`src/rtl/fc1_out_wb_if.sv`:
```
// rtl/fc1_out_wb_if.sv - accumulator input, fc2 BRAM write and status signals of the fc1 write-back stage
interface fc1_out_wb_if #(
  parameter int ACC_W  = 32,
  parameter int OUT_W  = 8,
  parameter int ADDR_W = 7
);
  logic              fc_1_en;
  logic              acc_vld;
  logic [ACC_W-1:0]  acc_a;
  logic [ACC_W-1:0]  acc_b;
  logic              acc_rdy;
  logic              out_bram_ena;
  logic              out_bram_wea;
  logic [ADDR_W-1:0] out_bram_addra;
  logic [OUT_W-1:0]  out_bram_dina;
  logic              out_bram_enb;
  logic              out_bram_web;
  logic [ADDR_W-1:0] out_bram_addrb;
  logic [OUT_W-1:0]  out_bram_dinb;
  logic              busy;
  logic              fc_1_wb_finish;
  logic [7:0]        sat_cnt;

  modport master (
    output fc_1_en, acc_vld, acc_a, acc_b,
    input  acc_rdy, out_bram_ena, out_bram_wea, out_bram_addra, out_bram_dina,
           out_bram_enb, out_bram_web, out_bram_addrb, out_bram_dinb,
           busy, fc_1_wb_finish, sat_cnt
  );

  modport slave (
    input  fc_1_en, acc_vld, acc_a, acc_b,
    output acc_rdy, out_bram_ena, out_bram_wea, out_bram_addra, out_bram_dina,
           out_bram_enb, out_bram_web, out_bram_addrb, out_bram_dinb,
           busy, fc_1_wb_finish, sat_cnt
  );
endinterface

```
`src/rtl/fc1_out_wb.sv`:
```
// rtl/fc1_out_wb.sv - fc1 write-back: ReLU, rounded shift and saturation of neuron pairs into the fc2 input BRAM
module fc1_out_wb #(
  parameter int ACC_W  = 32,
  parameter int OUT_W  = 8,
  parameter int SHIFT  = 8,
  parameter int N_OUT  = 120,
  parameter int ADDR_W = 7
) (
  input  logic       i_clk,
  input  logic       i_rst,
  fc1_out_wb_if.slave bus
);
  typedef enum logic [1:0] {S_IDLE, S_RUN, S_FLUSH, S_DONE} state_t;

  localparam logic [ACC_W:0]    RND  = (ACC_W+1)'(2**(SHIFT-1));
  localparam logic [ACC_W:0]    MAXV = (ACC_W+1)'(2**(OUT_W-1)-1);
  localparam logic [ADDR_W-2:0] LAST = (ADDR_W-1)'(N_OUT/2-1);

  state_t            r_state;
  logic              r_en_d;
  logic              r_rdy;
  logic              r_busy;
  logic              r_fin;
  logic [ADDR_W-2:0] r_pair_cnt;
  logic [7:0]        r_sat;
  logic              r_s1_vld;
  logic [ACC_W:0]    r_s1_qa;
  logic [ACC_W:0]    r_s1_qb;
  logic [ADDR_W-2:0] r_s1_k;
  logic              r_wr;
  logic [ADDR_W-1:0] r_addra;
  logic [ADDR_W-1:0] r_addrb;
  logic [OUT_W-1:0]  r_dina;
  logic [OUT_W-1:0]  r_dinb;

  logic           w_acc;
  logic [ACC_W:0] w_ra, w_rb, w_qa, w_qb;
  logic           w_clip_a, w_clip_b;
  logic [8:0]     w_sat_sum;
  logic [7:0]     w_sat_next;

  assign w_acc = bus.acc_vld & r_rdy;

  // ReLU then round-half-up; the extra MSB keeps the rounding add from overflowing
  assign w_ra = bus.acc_a[ACC_W-1] ? '0 : {1'b0, bus.acc_a} + RND;
  assign w_rb = bus.acc_b[ACC_W-1] ? '0 : {1'b0, bus.acc_b} + RND;
  assign w_qa = w_ra >> SHIFT;
  assign w_qb = w_rb >> SHIFT;

  assign w_clip_a   = r_s1_qa > MAXV;
  assign w_clip_b   = r_s1_qb > MAXV;
  assign w_sat_sum  = {1'b0, r_sat} + {8'd0, w_clip_a} + {8'd0, w_clip_b};
  assign w_sat_next = w_sat_sum[8] ? 8'hFF : w_sat_sum[7:0];

  always_ff @(posedge i_clk or negedge i_rst) begin
    if (!i_rst) begin
      r_state    <= S_IDLE;
      // Treated as already high so an enable held across reset is not taken as a new edge
      r_en_d     <= 1'b1;
      r_rdy      <= 1'b0;
      r_busy     <= 1'b0;
      r_fin      <= 1'b0;
      r_pair_cnt <= '0;
      r_sat      <= '0;
      r_s1_vld   <= 1'b0;
      r_s1_qa    <= '0;
      r_s1_qb    <= '0;
      r_s1_k     <= '0;
      r_wr       <= 1'b0;
      r_addra    <= '0;
      r_addrb    <= '0;
      r_dina     <= '0;
      r_dinb     <= '0;
    end else begin
      r_en_d <= bus.fc_1_en;
      r_fin  <= 1'b0;
      if (!bus.fc_1_en) begin
        r_state  <= S_IDLE;
        r_rdy    <= 1'b0;
        r_busy   <= 1'b0;
        r_s1_vld <= 1'b0;
        r_wr     <= 1'b0;
      end else begin
        r_s1_vld <= w_acc;
        if (w_acc) begin
          r_s1_qa <= w_qa;
          r_s1_qb <= w_qb;
          r_s1_k  <= r_pair_cnt;
        end
        r_wr <= r_s1_vld;
        if (r_s1_vld) begin
          r_addra <= {r_s1_k, 1'b0};
          r_addrb <= {r_s1_k, 1'b1};
          r_dina  <= w_clip_a ? MAXV[OUT_W-1:0] : r_s1_qa[OUT_W-1:0];
          r_dinb  <= w_clip_b ? MAXV[OUT_W-1:0] : r_s1_qb[OUT_W-1:0];
          r_sat   <= w_sat_next;
        end
        case (r_state)
          S_IDLE: begin
            if (!r_en_d) begin
              r_state    <= S_RUN;
              r_rdy      <= 1'b1;
              r_busy     <= 1'b1;
              r_pair_cnt <= '0;
              r_sat      <= '0;
            end
          end
          S_RUN: begin
            if (w_acc) begin
              if (r_pair_cnt == LAST) begin
                r_state <= S_FLUSH;
                r_rdy   <= 1'b0;
              end else begin
                r_pair_cnt <= r_pair_cnt + 1'b1;
              end
            end
          end
          S_FLUSH: begin
            // Once S1 is empty the S2 write in flight is the last one, so finish lands right after it
            if (!r_s1_vld) begin
              r_state <= S_DONE;
              r_busy  <= 1'b0;
              r_fin   <= 1'b1;
            end
          end
          default: r_state <= S_IDLE;
        endcase
      end
    end
  end

  assign bus.acc_rdy        = r_rdy;
  assign bus.out_bram_ena   = r_wr;
  assign bus.out_bram_wea   = r_wr;
  assign bus.out_bram_enb   = r_wr;
  assign bus.out_bram_web   = r_wr;
  assign bus.out_bram_addra = r_addra;
  assign bus.out_bram_addrb = r_addrb;
  assign bus.out_bram_dina  = r_dina;
  assign bus.out_bram_dinb  = r_dinb;
  assign bus.busy           = r_busy;
  assign bus.fc_1_wb_finish = r_fin;
  assign bus.sat_cnt        = r_sat;
endmodule

```
`src/flat_wrapper.sv`:
```
// flat-port wrapper written by rule: the top's interface ports become plain ports
module fc1_out_wb_flat 
#(
  parameter int ACC_W  = 32,
  parameter int OUT_W  = 8,
  parameter int SHIFT  = 8,
  parameter int N_OUT  = 120,
  parameter int ADDR_W = 7
)
  (i_clk, i_rst, bus_fc_1_en, bus_acc_vld, bus_acc_a, bus_acc_b, bus_acc_rdy, bus_out_bram_ena, bus_out_bram_wea, bus_out_bram_addra, bus_out_bram_dina, bus_out_bram_enb, bus_out_bram_web, bus_out_bram_addrb, bus_out_bram_dinb, bus_busy, bus_fc_1_wb_finish, bus_sat_cnt);
  fc1_out_wb_if #(.ACC_W(ACC_W), .OUT_W(OUT_W), .ADDR_W(ADDR_W)) bus_i ();
  input  logic i_clk;
  input  logic i_rst;
  input wire logic [$bits(bus_i.fc_1_en)-1:0] bus_fc_1_en;
  input wire logic [$bits(bus_i.acc_vld)-1:0] bus_acc_vld;
  input wire logic [$bits(bus_i.acc_a)-1:0] bus_acc_a;
  input wire logic [$bits(bus_i.acc_b)-1:0] bus_acc_b;
  output wire logic [$bits(bus_i.acc_rdy)-1:0] bus_acc_rdy;
  output wire logic [$bits(bus_i.out_bram_ena)-1:0] bus_out_bram_ena;
  output wire logic [$bits(bus_i.out_bram_wea)-1:0] bus_out_bram_wea;
  output wire logic [$bits(bus_i.out_bram_addra)-1:0] bus_out_bram_addra;
  output wire logic [$bits(bus_i.out_bram_dina)-1:0] bus_out_bram_dina;
  output wire logic [$bits(bus_i.out_bram_enb)-1:0] bus_out_bram_enb;
  output wire logic [$bits(bus_i.out_bram_web)-1:0] bus_out_bram_web;
  output wire logic [$bits(bus_i.out_bram_addrb)-1:0] bus_out_bram_addrb;
  output wire logic [$bits(bus_i.out_bram_dinb)-1:0] bus_out_bram_dinb;
  output wire logic [$bits(bus_i.busy)-1:0] bus_busy;
  output wire logic [$bits(bus_i.fc_1_wb_finish)-1:0] bus_fc_1_wb_finish;
  output wire logic [$bits(bus_i.sat_cnt)-1:0] bus_sat_cnt;
  assign bus_i.fc_1_en = bus_fc_1_en;
  assign bus_i.acc_vld = bus_acc_vld;
  assign bus_i.acc_a = bus_acc_a;
  assign bus_i.acc_b = bus_acc_b;
  assign bus_acc_rdy = bus_i.acc_rdy;
  assign bus_out_bram_ena = bus_i.out_bram_ena;
  assign bus_out_bram_wea = bus_i.out_bram_wea;
  assign bus_out_bram_addra = bus_i.out_bram_addra;
  assign bus_out_bram_dina = bus_i.out_bram_dina;
  assign bus_out_bram_enb = bus_i.out_bram_enb;
  assign bus_out_bram_web = bus_i.out_bram_web;
  assign bus_out_bram_addrb = bus_i.out_bram_addrb;
  assign bus_out_bram_dinb = bus_i.out_bram_dinb;
  assign bus_busy = bus_i.busy;
  assign bus_fc_1_wb_finish = bus_i.fc_1_wb_finish;
  assign bus_sat_cnt = bus_i.sat_cnt;
  fc1_out_wb #(.ACC_W(ACC_W), .OUT_W(OUT_W), .SHIFT(SHIFT), .N_OUT(N_OUT), .ADDR_W(ADDR_W)) u_core (.i_clk(i_clk), .i_rst(i_rst), .bus(bus_i));
endmodule
```
`config.mk`:
```
export PLATFORM = sky130hd
export DESIGN_NAME = fc1_out_wb_flat
export DESIGN_NICKNAME = d
export VERILOG_FILES = /design/src/rtl/fc1_out_wb_if.sv /design/src/rtl/fc1_out_wb.sv /design/src/flat_wrapper.sv
export SDC_FILE = /design/constraint.sdc
export NUM_CORES = 1
export LEC_CHECK = 0
export CORE_UTILIZATION = 50
export DETAILED_ROUTE_END_ITERATION = 8
export GPL_ROUTABILITY_DRIVEN = 0
export PLACE_DENSITY = 0.79
export SYNTH_ARGS = -nofsm -noshare
export SYNTH_HDL_FRONTEND = slang
export SYNTH_SLANG_ARGS = --single-unit
export TNS_END_PERCENT = 50
```
`constraint.sdc`:
```
create_clock -name i_clk -period 6.45 [get_ports i_clk]
set_input_delay 0.645 -clock i_clk [delete_from_list [all_inputs] [get_ports i_clk]]
set_output_delay 0.645 -clock i_clk [all_outputs]
set_load 0.05 [all_outputs]
```
==> impl_metrics.tcl, run 1 <==
set metrics [dict create \
    cpPeakStageDelay_ns 0.71 \
    seq_area_frac_synth_pct 49.7 \
    final.setup.tns_ns 0 \
    synth.most_common_cell "nand2_1" \
    synth_common_cells "nand2_1, dfrtp_1, o21ai_0" \
    clk_path_buf_depth 2 \
    yosys-top-cells-area "dfrtp_1, nand2_1, o21ai_0" \
    core_um2 9820 \
    port_buffers 97 \
    rows 36 \
    synth_top_cell_by_area "dfrtp_1" \
    placed_area_um2 6090 \
    power_switching_uw 830 \
    post-cts-setup-buffer-count 0 \
    worst-path-max-fanout 70 \
    post_cts_resized 0 \
    critPathKind "in2reg" \
    crit_chain "clkdlybuf4s50_1, nand3_2, buf_4, clkinv_1, nand2b_1, o21ai_0" \
    drt_iter0_drc 153 \
    die_area_um2 10600 \
    max_freq_mhz 326 \
    cts_sinks 101 \
    clk-insertion-delay-late_ns 0.37 \
    yosys_warnings 0 \
    grt_usage_pct 21.5 \
    ir_worst_vdd_v 0.000160 \
    cts_tree "done" \
    wire_per_inst_um 14.1 \
    combPwrFrac_pct 35.6 \
    slew_viol_final 0 \
    outcome "finished clean" \
    pwr-share-clk_pct 18.7 \
    hold_path.class "in2async" \
    area_growth_pct 23.4 \
    cp.arrival_ns 3.29 \
    diodes 0 \
    p_per_area_nw_per_um2 334 \
    synthFlopType "dfrtp_1" \
    viasPerCell 5.41 \
    holdBufCountCts 0 \
    fin_area_um2 6280 \
    p_leak_uw 0.00266 \
    finalCritPeriodShare_pct 47.6 \
    cts_buffers 9 \
    grt_overflow 0 \
    async_reset_ff_share_pct 100 \
    worstPathRequired_ns 6.67 \
    min_period_ns 3.07 \
    syn_inst 544 \
    fin_worst_skew_ns 0.0203 \
    ios 113 \
    tightest_slew_ns 0.819 \
    cp-end-kind "flip-flop" \
    root_buffer "clkbuf_8" \
    slew_headroom_pct 45.4 \
    num-nets-final 703 \
    seqPwrFrac_pct 45.8 \
    ant_nets 0 \
    synth.avg_cell_area_um2 9.35 \
    synth-edff-count 0 \
    grt_max_degree 71 \
    syn_area_um2 5090 \
    p_sw_share_pct 39.6 \
    antenna_found_initial 0 \
    synth_cell_type_count 46 \
    syn_nets 621 \
    drive_gt1_share_pct 5.71 \
    fin_hold_ws_ns 0.219 \
    slowest_stage "clkdlybuf4s50_1" \
    rsz0062_at_grt "false" \
    grt_pass1_vias 3877 \
    grt_pass1_wl_um 17600 \
    p_int_uw 1270 \
    first_pass_iters 5 \
    startpoint "bus_fc_1_en" \
    setup_viol_count_final 0 \
    dieHeight_um 103 \
    die_w_um 103 \
    drc 0 \
    ys_ff_latch 101 \
    r2r-start "u_core.r_s1_qb[22]" \
    critPathLaunchType "input pin" \
    start_util_pct 51.8 \
    drv_cap 0 \
    clk_pin_slew_ns 0.11 \
    hold_violations 0 \
    via_count 4137 \
    synth_top_area_share_pct 49.2 \
    routed_wl_um 10800 \
    dpl.hpwl_um 7830 \
    htreeDepth 3 \
]
==> logic make-up after synthesis <==
logic type,after synthesis,share of synthesized area [%]
muxes,2,0.393
DFF,101,49.7
adders and majority gates,9,2.36
other,1,0.0737
xor gates and xnor gates,48,8.26
buffers and inverters,41,3.96
AOI/OAI and AO/OA,94,11.6
and+or+nand+nor,248,23.6
==> cell type report <==
cell class	count	area [um^2]
clock buffer	9	124
clock inverter	7	65.1
fill	837	3540
inverter	13	48.8
multi-input combinational	402	2360
sequential	101	2530
tap	133	166
timing repair buffer	99	983
==> path summary, 6_finish.rpt <==
kind                                                end  slack, ns  depth (start not counted)
max reg2reg                       u_core.bus.sat_cnt[5]       3.49                         10
max in group asynchronous             u_core.r_s1_qb[8]       5.03                          2
min in group i_clk         u_core.bus.out_bram_addrb[2]       0.48                          2
max                                  u_core.r_s1_qb[18]       3.38                          6
min reg2reg                u_core.bus.out_bram_addrb[2]       0.48                          2
min                         u_core.bus.out_bram_dina[6]       0.22                          1
==> placed cells by master (no fill, tap or decap), drive strengths merged, types with 2 or more instances in the layout <==
cell type and count:
and2 4, o31ai 10, a22oi 2, a21oi 10
xnor2 23, nand3b 3, inv 16, and4 5
mux2i 2, a22o 4, ha 8, buf 3
o22a 7, nand2 125, or3 2, nor2 27
or4 3, nand4 13, clkbuf 9, nor4 9
nor3 8, o21ai 55, dfrtp 100, xor2 25
nand2b 8, clkdlybuf4s50 96, and3 6, or2 2
nor2b 2, nand3 31, clkinv 3
==> layer usage <==
layer  track usage, %  share of wire [%]  wire length (um)
met1             27.1                 44              4800
met2             37.9                 50              5440
met3             2.71                4.0               430
met4             7.58                1.2               130
met5                0                  0                 0
==> power groups by stage <==
stage	clock network (uW)	logic [uW]	registers, uW
floorplan	0	330	1120
global placement	0	727	959
detailed placement	0	748	971
CTS	397	752	959
global route	418	819	983
finish	391	745	959
==> flip-flops by register name, indices dropped and copies added, names as in the netlist <==
register	cells
u_core.r_en_d	1
u_core.r_s1_qb	25
u_core.bus.out_bram_addrb	7
u_core.bus.busy	1
u_core.bus.out_bram_dinb	8
u_core.bus.out_bram_ena	1
u_core.bus.fc_1_wb_finish	1
u_core.bus.out_bram_dina	8
u_core.r_s1_vld	1
u_core.r_pair_cnt	6
u_core.bus.acc_rdy	1
u_core.r_s1_k	6
u_core.r_s1_qa	25
u_core.bus.sat_cnt	8
u_core.r_state	2
==> worst max-delay path, delay by kind of cell <==
kind,cells,cell delay [ns]
buffers and inverters,3,1.71
and+or+nand+nor,2,0.69
AOI/OAI and AO/OA,1,0.21
==> metrics by stage <==
step	total power [uW]	worst slack (ns)	util, %	cells
after floorplan	1450	3.91	-	544
after global placement	1690	3.03	62.0	748
after detailed placement	1720	2.97	62.0	748
after CTS	2110	3.36	64.0	764
after global routing	2220	3.06	64.0	764
final	2100	3.38	64.0	764
Power figures use the tool's default switching activity.
==> run 2, diff against run 1 <==
==> constraint.sdc (replaced) <==
create_clock -name i_clk -period 3 [get_ports i_clk]
set_input_delay 0.3 -clock i_clk [delete_from_list [all_inputs] [get_ports i_clk]]
set_output_delay 0.3 -clock i_clk [all_outputs]
set_load 0.05 [all_outputs]
==> impl_metrics.tcl, run 2 (same netlist as run 1, synthesis figures left out) <==
set metrics [dict create \
    r2r-start "u_core.r_s1_qb[22]" \
    grt_max_degree 70 \
    drt_iter0_drc 182 \
    grt_pass1_wl_um 17800 \
    cp-end-kind "flip-flop" \
    cts_tree "done" \
    setup_viol_count_final 0 \
    viasPerCell 5.41 \
    cts_sinks 101 \
    port_buffers 97 \
    outcome "finished clean" \
    clk-insertion-delay-late_ns 0.36 \
    via_count 4165 \
    cts_buffers 9 \
    startpoint "u_core.r_s1_qb[22]" \
    clk_pin_slew_ns 0.10 \
    p_per_area_nw_per_um2 733 \
    grt_usage_pct 21.8 \
    regArea_um2 2530 \
    start_util_pct 51.8 \
    dpl.hpwl_um 8040 \
    slew_viol_final 0 \
    root_buffer "clkbuf_8" \
    num-nets-final 709 \
    critPathKind "reg2reg" \
    multi_input_area_um2 2360 \
    final_common_cell "nand2_1" \
    ios 113 \
    drv_cap 0 \
    grt_pass1_vias 3893 \
    htreeDepth 3 \
    grt_overflow 0 \
    ant_nets 0 \
    final_cell_mix "nand2_1, dfrtp_1, clkdlybuf4s50_1" \
    reg2regPathDepth 10 \
    first_pass_iters 5 \
    die_w_um 103 \
    drc 0 \
    ir_worst_vdd_v 0.000363 \
    core_um2 9820 \
    critPathLaunchType "flip-flop" \
    final-instance-count-excl-fill 770 \
    fin_worst_skew_ns 0.00973 \
    slew_headroom_pct 61.6 \
    post-cts-setup-buffer-count 0 \
    hold_path.class "in2async" \
    rsz0062_at_grt "false" \
    rows 36 \
    wire_per_inst_um 14.2 \
    reg_top3 "u_core.r_s1_qa x25, u_core.r_s1_qb x25" \
    routed_wl_um 10900 \
    min_period_ns 2.68 \
    max_freq_mhz 373 \
    hold_violations 0 \
    tightest_slew_ns 0.576 \
    fin_area_um2 6390 \
    worst-path-max-fanout 5 \
    final.setup.tns_ns 0 \
    cp.arrival_ns 2.93 \
    clk_path_buf_depth 2 \
    p_leak_uw 0.00272 \
    diodes 0 \
    pre_cts_slack_ns 0.338 \
    area_growth_pct 25.7 \
    die_area_um2 10600 \
    finalWorstSetupSlack_ns 0.320 \
    drive_gt1_share_pct 6.44 \
    antenna_found_initial 0 \
    nFillCells 881 \
    finalPower_uw 4680 \
    placed_area_um2 6150 \
    worstPathRequired_ns 3.25 \
    dieHeight_um 103 \
    finalCritPeriodShare_pct 89.3 \
    dpl.cell_count 753 \
]
-- run 2: what timing repair did --
item | 4_1_cts | 5_1_grt
hold endpoints to repair | 38 | 0
resized for setup | 0 | 0
hold buffers | 1 | 0
-- run 2: routing by layer --
layer / up-vias / global-route usage [%] / wire [um]
li1: 2029 / - / -
met2: 104 / 37.2 / 5490
met1: 2015 / 28.3 / 4790
met3: 17 / 3.12 / 473
met4: 0 / 8.02 / 187
met5: - / 0 / 0
-- run 2: worst max-delay path: stages, from the launching register on --
cell and delay, ns:
dfrtp_1 0.39, or4_1 0.51, or4_1 0.55, inv_1 0.11, fa_1 0.19, inv_1 0.05, ha_1 0.23, nand4_1 0.13
nor2_1 0.07, o31ai_1 0.22, a21oi_1 0.10
-- run 2: final cells by class --
type	instances	area share, %
clock inverters	6	1.47
multi-input cells	402	37.0
inverters	13	0.763
flip-flops and latches	101	39.5
repair buffers	105	16.5
well taps	133	2.60
clock buffers	10	2.15
-- run 2: worst paths after layout --
path / endpoint / slack (ns)
max in group asynchronous: u_core.r_en_d / 1.85
worst max-delay path: u_core.bus.sat_cnt[5] / 0.32
worst min-delay path: u_core.bus.sat_cnt[4] / 0.44
worst min register to register: u_core.bus.out_bram_dinb[1] / 0.47
worst max register to register: u_core.bus.sat_cnt[5] / 0.32
min in group i_clk: u_core.bus.out_bram_dinb[1] / 0.47
-- run 2: power by group --
group          internal [uW]  total [uW]  switching (uW)
Clock                    500         984             484
Combinational            630        1640            1010
Sequential              1790        2070             274
-- run 2: stage by stage --
step / hold WS (ns) / utilization [%]
2_1_floorplan: 0.00441 / -
3_3_place_gp: 0.292 / 62.7
3_5_place_dp: 0.301 / 62.7
4_1_cts: 0.451 / 65.1
5_1_grt: 0.476 / 65.1
6_report: 0.439 / 65.1
==> run 3, diff against run 2 <==
--- a/config.mk
+++ b/config.mk
@@ -8,6 +8,7 @@
 export CORE_UTILIZATION = 50
 export DETAILED_ROUTE_END_ITERATION = 8
 export GPL_ROUTABILITY_DRIVEN = 0
+export GPL_TIMING_DRIVEN = 0
 export PLACE_DENSITY = 0.79
 export SYNTH_ARGS = -nofsm -noshare
 export SYNTH_HDL_FRONTEND = slang
==> impl_metrics.tcl, run 3 (same netlist as run 1, synthesis figures left out) <==
set metrics [dict create \
    final-instance-count-excl-fill 789 \
    clk_pin_slew_ns 0.10 \
    drive_gt1_share_pct 7.01 \
    antenna_found_initial 0 \
    diodes 0 \
    port_buffers 96 \
    hold_violations 0 \
    grt_pass1_vias 3989 \
    final_cell_mix "nand2_1, dfrtp_1, clkdlybuf4s50_1" \
    cts_buffers 9 \
    p_per_area_nw_per_um2 698 \
    final_common_cell "nand2_1" \
    wire_per_inst_um 14.2 \
    met1_length_um 4990 \
    dpl.hpwl_um 8660 \
    critPathKind "reg2reg" \
    grt_usage_pct 22.9 \
    ant_nets 0 \
    setup_viol_count_final 0 \
    grt_max_degree 62 \
    start_util_pct 51.8 \
    reg_top3 "u_core.r_s1_qa x25, u_core.r_s1_qb x25" \
    cts_tree "done" \
    crit_chain "or4_1, or4_1, buf_6, inv_1, fa_1, inv_1, ha_1, nand4_1, nor2_1, o31ai_1, a21oi_1" \
    htreeDepth 3 \
    grt_overflow 0 \
    regArea_um2 2530 \
    cpPeakStageDelay_ns 0.54 \
    outcome "finished clean" \
    die_area_um2 10600 \
    holdBufCountCts 0 \
    ios 113 \
    num-nets-final 729 \
    top_layer "met4" \
    dieHeight_um 103 \
    cp.arrival_ns 3.05 \
    rows 36 \
    ir_worst_vdd_v 0.000288 \
    drc 0 \
    wl_met2_um 5690 \
    slew_viol_final 0 \
    rsz0062_at_grt "false" \
    critPathLaunchType "flip-flop" \
    finalWorstSetupSlack_ns 0.190 \
    min_period_ns 2.81 \
    hold_path.class "in2async" \
    multi_input_area_um2 2360 \
    pre_cts_slack_ns 0.209 \
    grt_pass1_wl_um 18900 \
    core_um2 9820 \
    slowest_stage "or4_1" \
    die_w_um 103 \
    max_freq_mhz 356 \
    viasPerCell 5.36 \
    dpl.cell_count 774 \
    utilization_pct 65.2 \
    fin_worst_skew_ns 0.0163 \
    root_buffer "clkbuf_8" \
    cts_sinks 101 \
    slew_headroom_pct 49.0 \
    worst-path-max-fanout 8 \
    routed_wl_um 11200 \
    tightest_slew_ns 0.765 \
    ff2ff_setup_slack_ns 0.19 \
    area_growth_pct 25.7 \
    cp-end-kind "flip-flop" \
    first_pass_iters 4 \
    worstPathRequired_ns 3.24 \
    nFillCells 862 \
    finalCritPeriodShare_pct 93.7 \
    clk_path_buf_depth 2 \
    via_count 4227 \
    drt_iter0_drc 155 \
    drv_cap 0 \
    p_leak_uw 0.00273 \
    wl_met3_um 477 \
    clk-insertion-delay-late_ns 0.36 \
]
-- run 3: cell types whose count changed in the layout (fill, tap and decap cells not counted), sizes merged --
| cell | before | now |
|---|---|---|
| buf | 8 | 17 |
| bufinv | 2 | 0 |
| clkbuf | 10 | 22 |
| clkdlybuf4s50 | 96 | 95 |
| clkinv | 2 | 5 |
| dlygate4sd3 | 1 | 0 |
| inv | 14 | 13 |
-- run 3: routing by layer --
| metal | GRT usage (%) | up-vias |
|---|---|---|
| li1 | - | 2073 |
| met1 | 31.0 | 2043 |
| met2 | 38.5 | 102 |
| met3 | 4.54 | 9 |
| met4 | 5.09 | 0 |
| met5 | 0 | - |
-- run 3: power breakdown --
| group | switching [uW] | leakage [uW] | internal [uW] |
|---|---|---|---|
| logic | 1010 | 0.00132 | 633 |
| registers | 270 | 0.00132 | 1790 |
| clock network | 465 | 0.0000852 | 297 |
| total | 1740 | 0.00273 | 2720 |
-- run 3: path summary, 6_finish.rpt --
check | cells past startpoint | start | to
min in group i_clk | 3 | bus_acc_a[9] | u_core.r_s1_qa[1]
min | 1 | i_rst | u_core.bus.sat_cnt[5]
min reg2reg | 2 | u_core.bus.out_bram_dinb[3] | u_core.bus.out_bram_dinb[3]
max in group asynchronous | 2 | i_rst | u_core.r_s1_qa[14]
max reg2reg | 11 | u_core.r_s1_qb[21] | u_core.bus.sat_cnt[5]
max | 11 | u_core.r_s1_qb[21] | u_core.bus.sat_cnt[5]
-- run 3: final cells by class --
class,count,area share (%)
timing repair buffer,97,15.3
buffer,28,2.39
tap,133,2.60
multi-input combinational,402,36.9
clock inverter,6,0.626
clock buffer,9,1.94
inverter,13,0.763
sequential,101,39.5
-- run 3: critical path, delay by kind of cell, from the launching register on --
family                     cells  cell delay [ns]
adders and majority gates      2             0.41
and+or+nand+nor                4             1.26
AOI/OAI and AO/OA              2             0.30
buffers and inverters          3             0.31
DFF                            1             0.40
-- run 3: metrics by stage --
step	power (uW)	TNS, ns	hold slack, ns	area, um^2
6_report	4460	0	0.00652	6400
5_1_grt	4740	0	0.0582	6400
4_1_cts	4490	0	0.0292	6400
3_5_place_dp	3740	0	0.422	6230
3_3_place_gp	3660	-195.40	0.448	6220
2_1_floorplan	3130	0	0.00441	5090
-- run 3: what timing repair did --
action | 4_1_cts | 5_1_grt
gates resized for setup | 0 | 0
buffers inserted | 0 | 0
setup endpoints to repair | 0 | 1
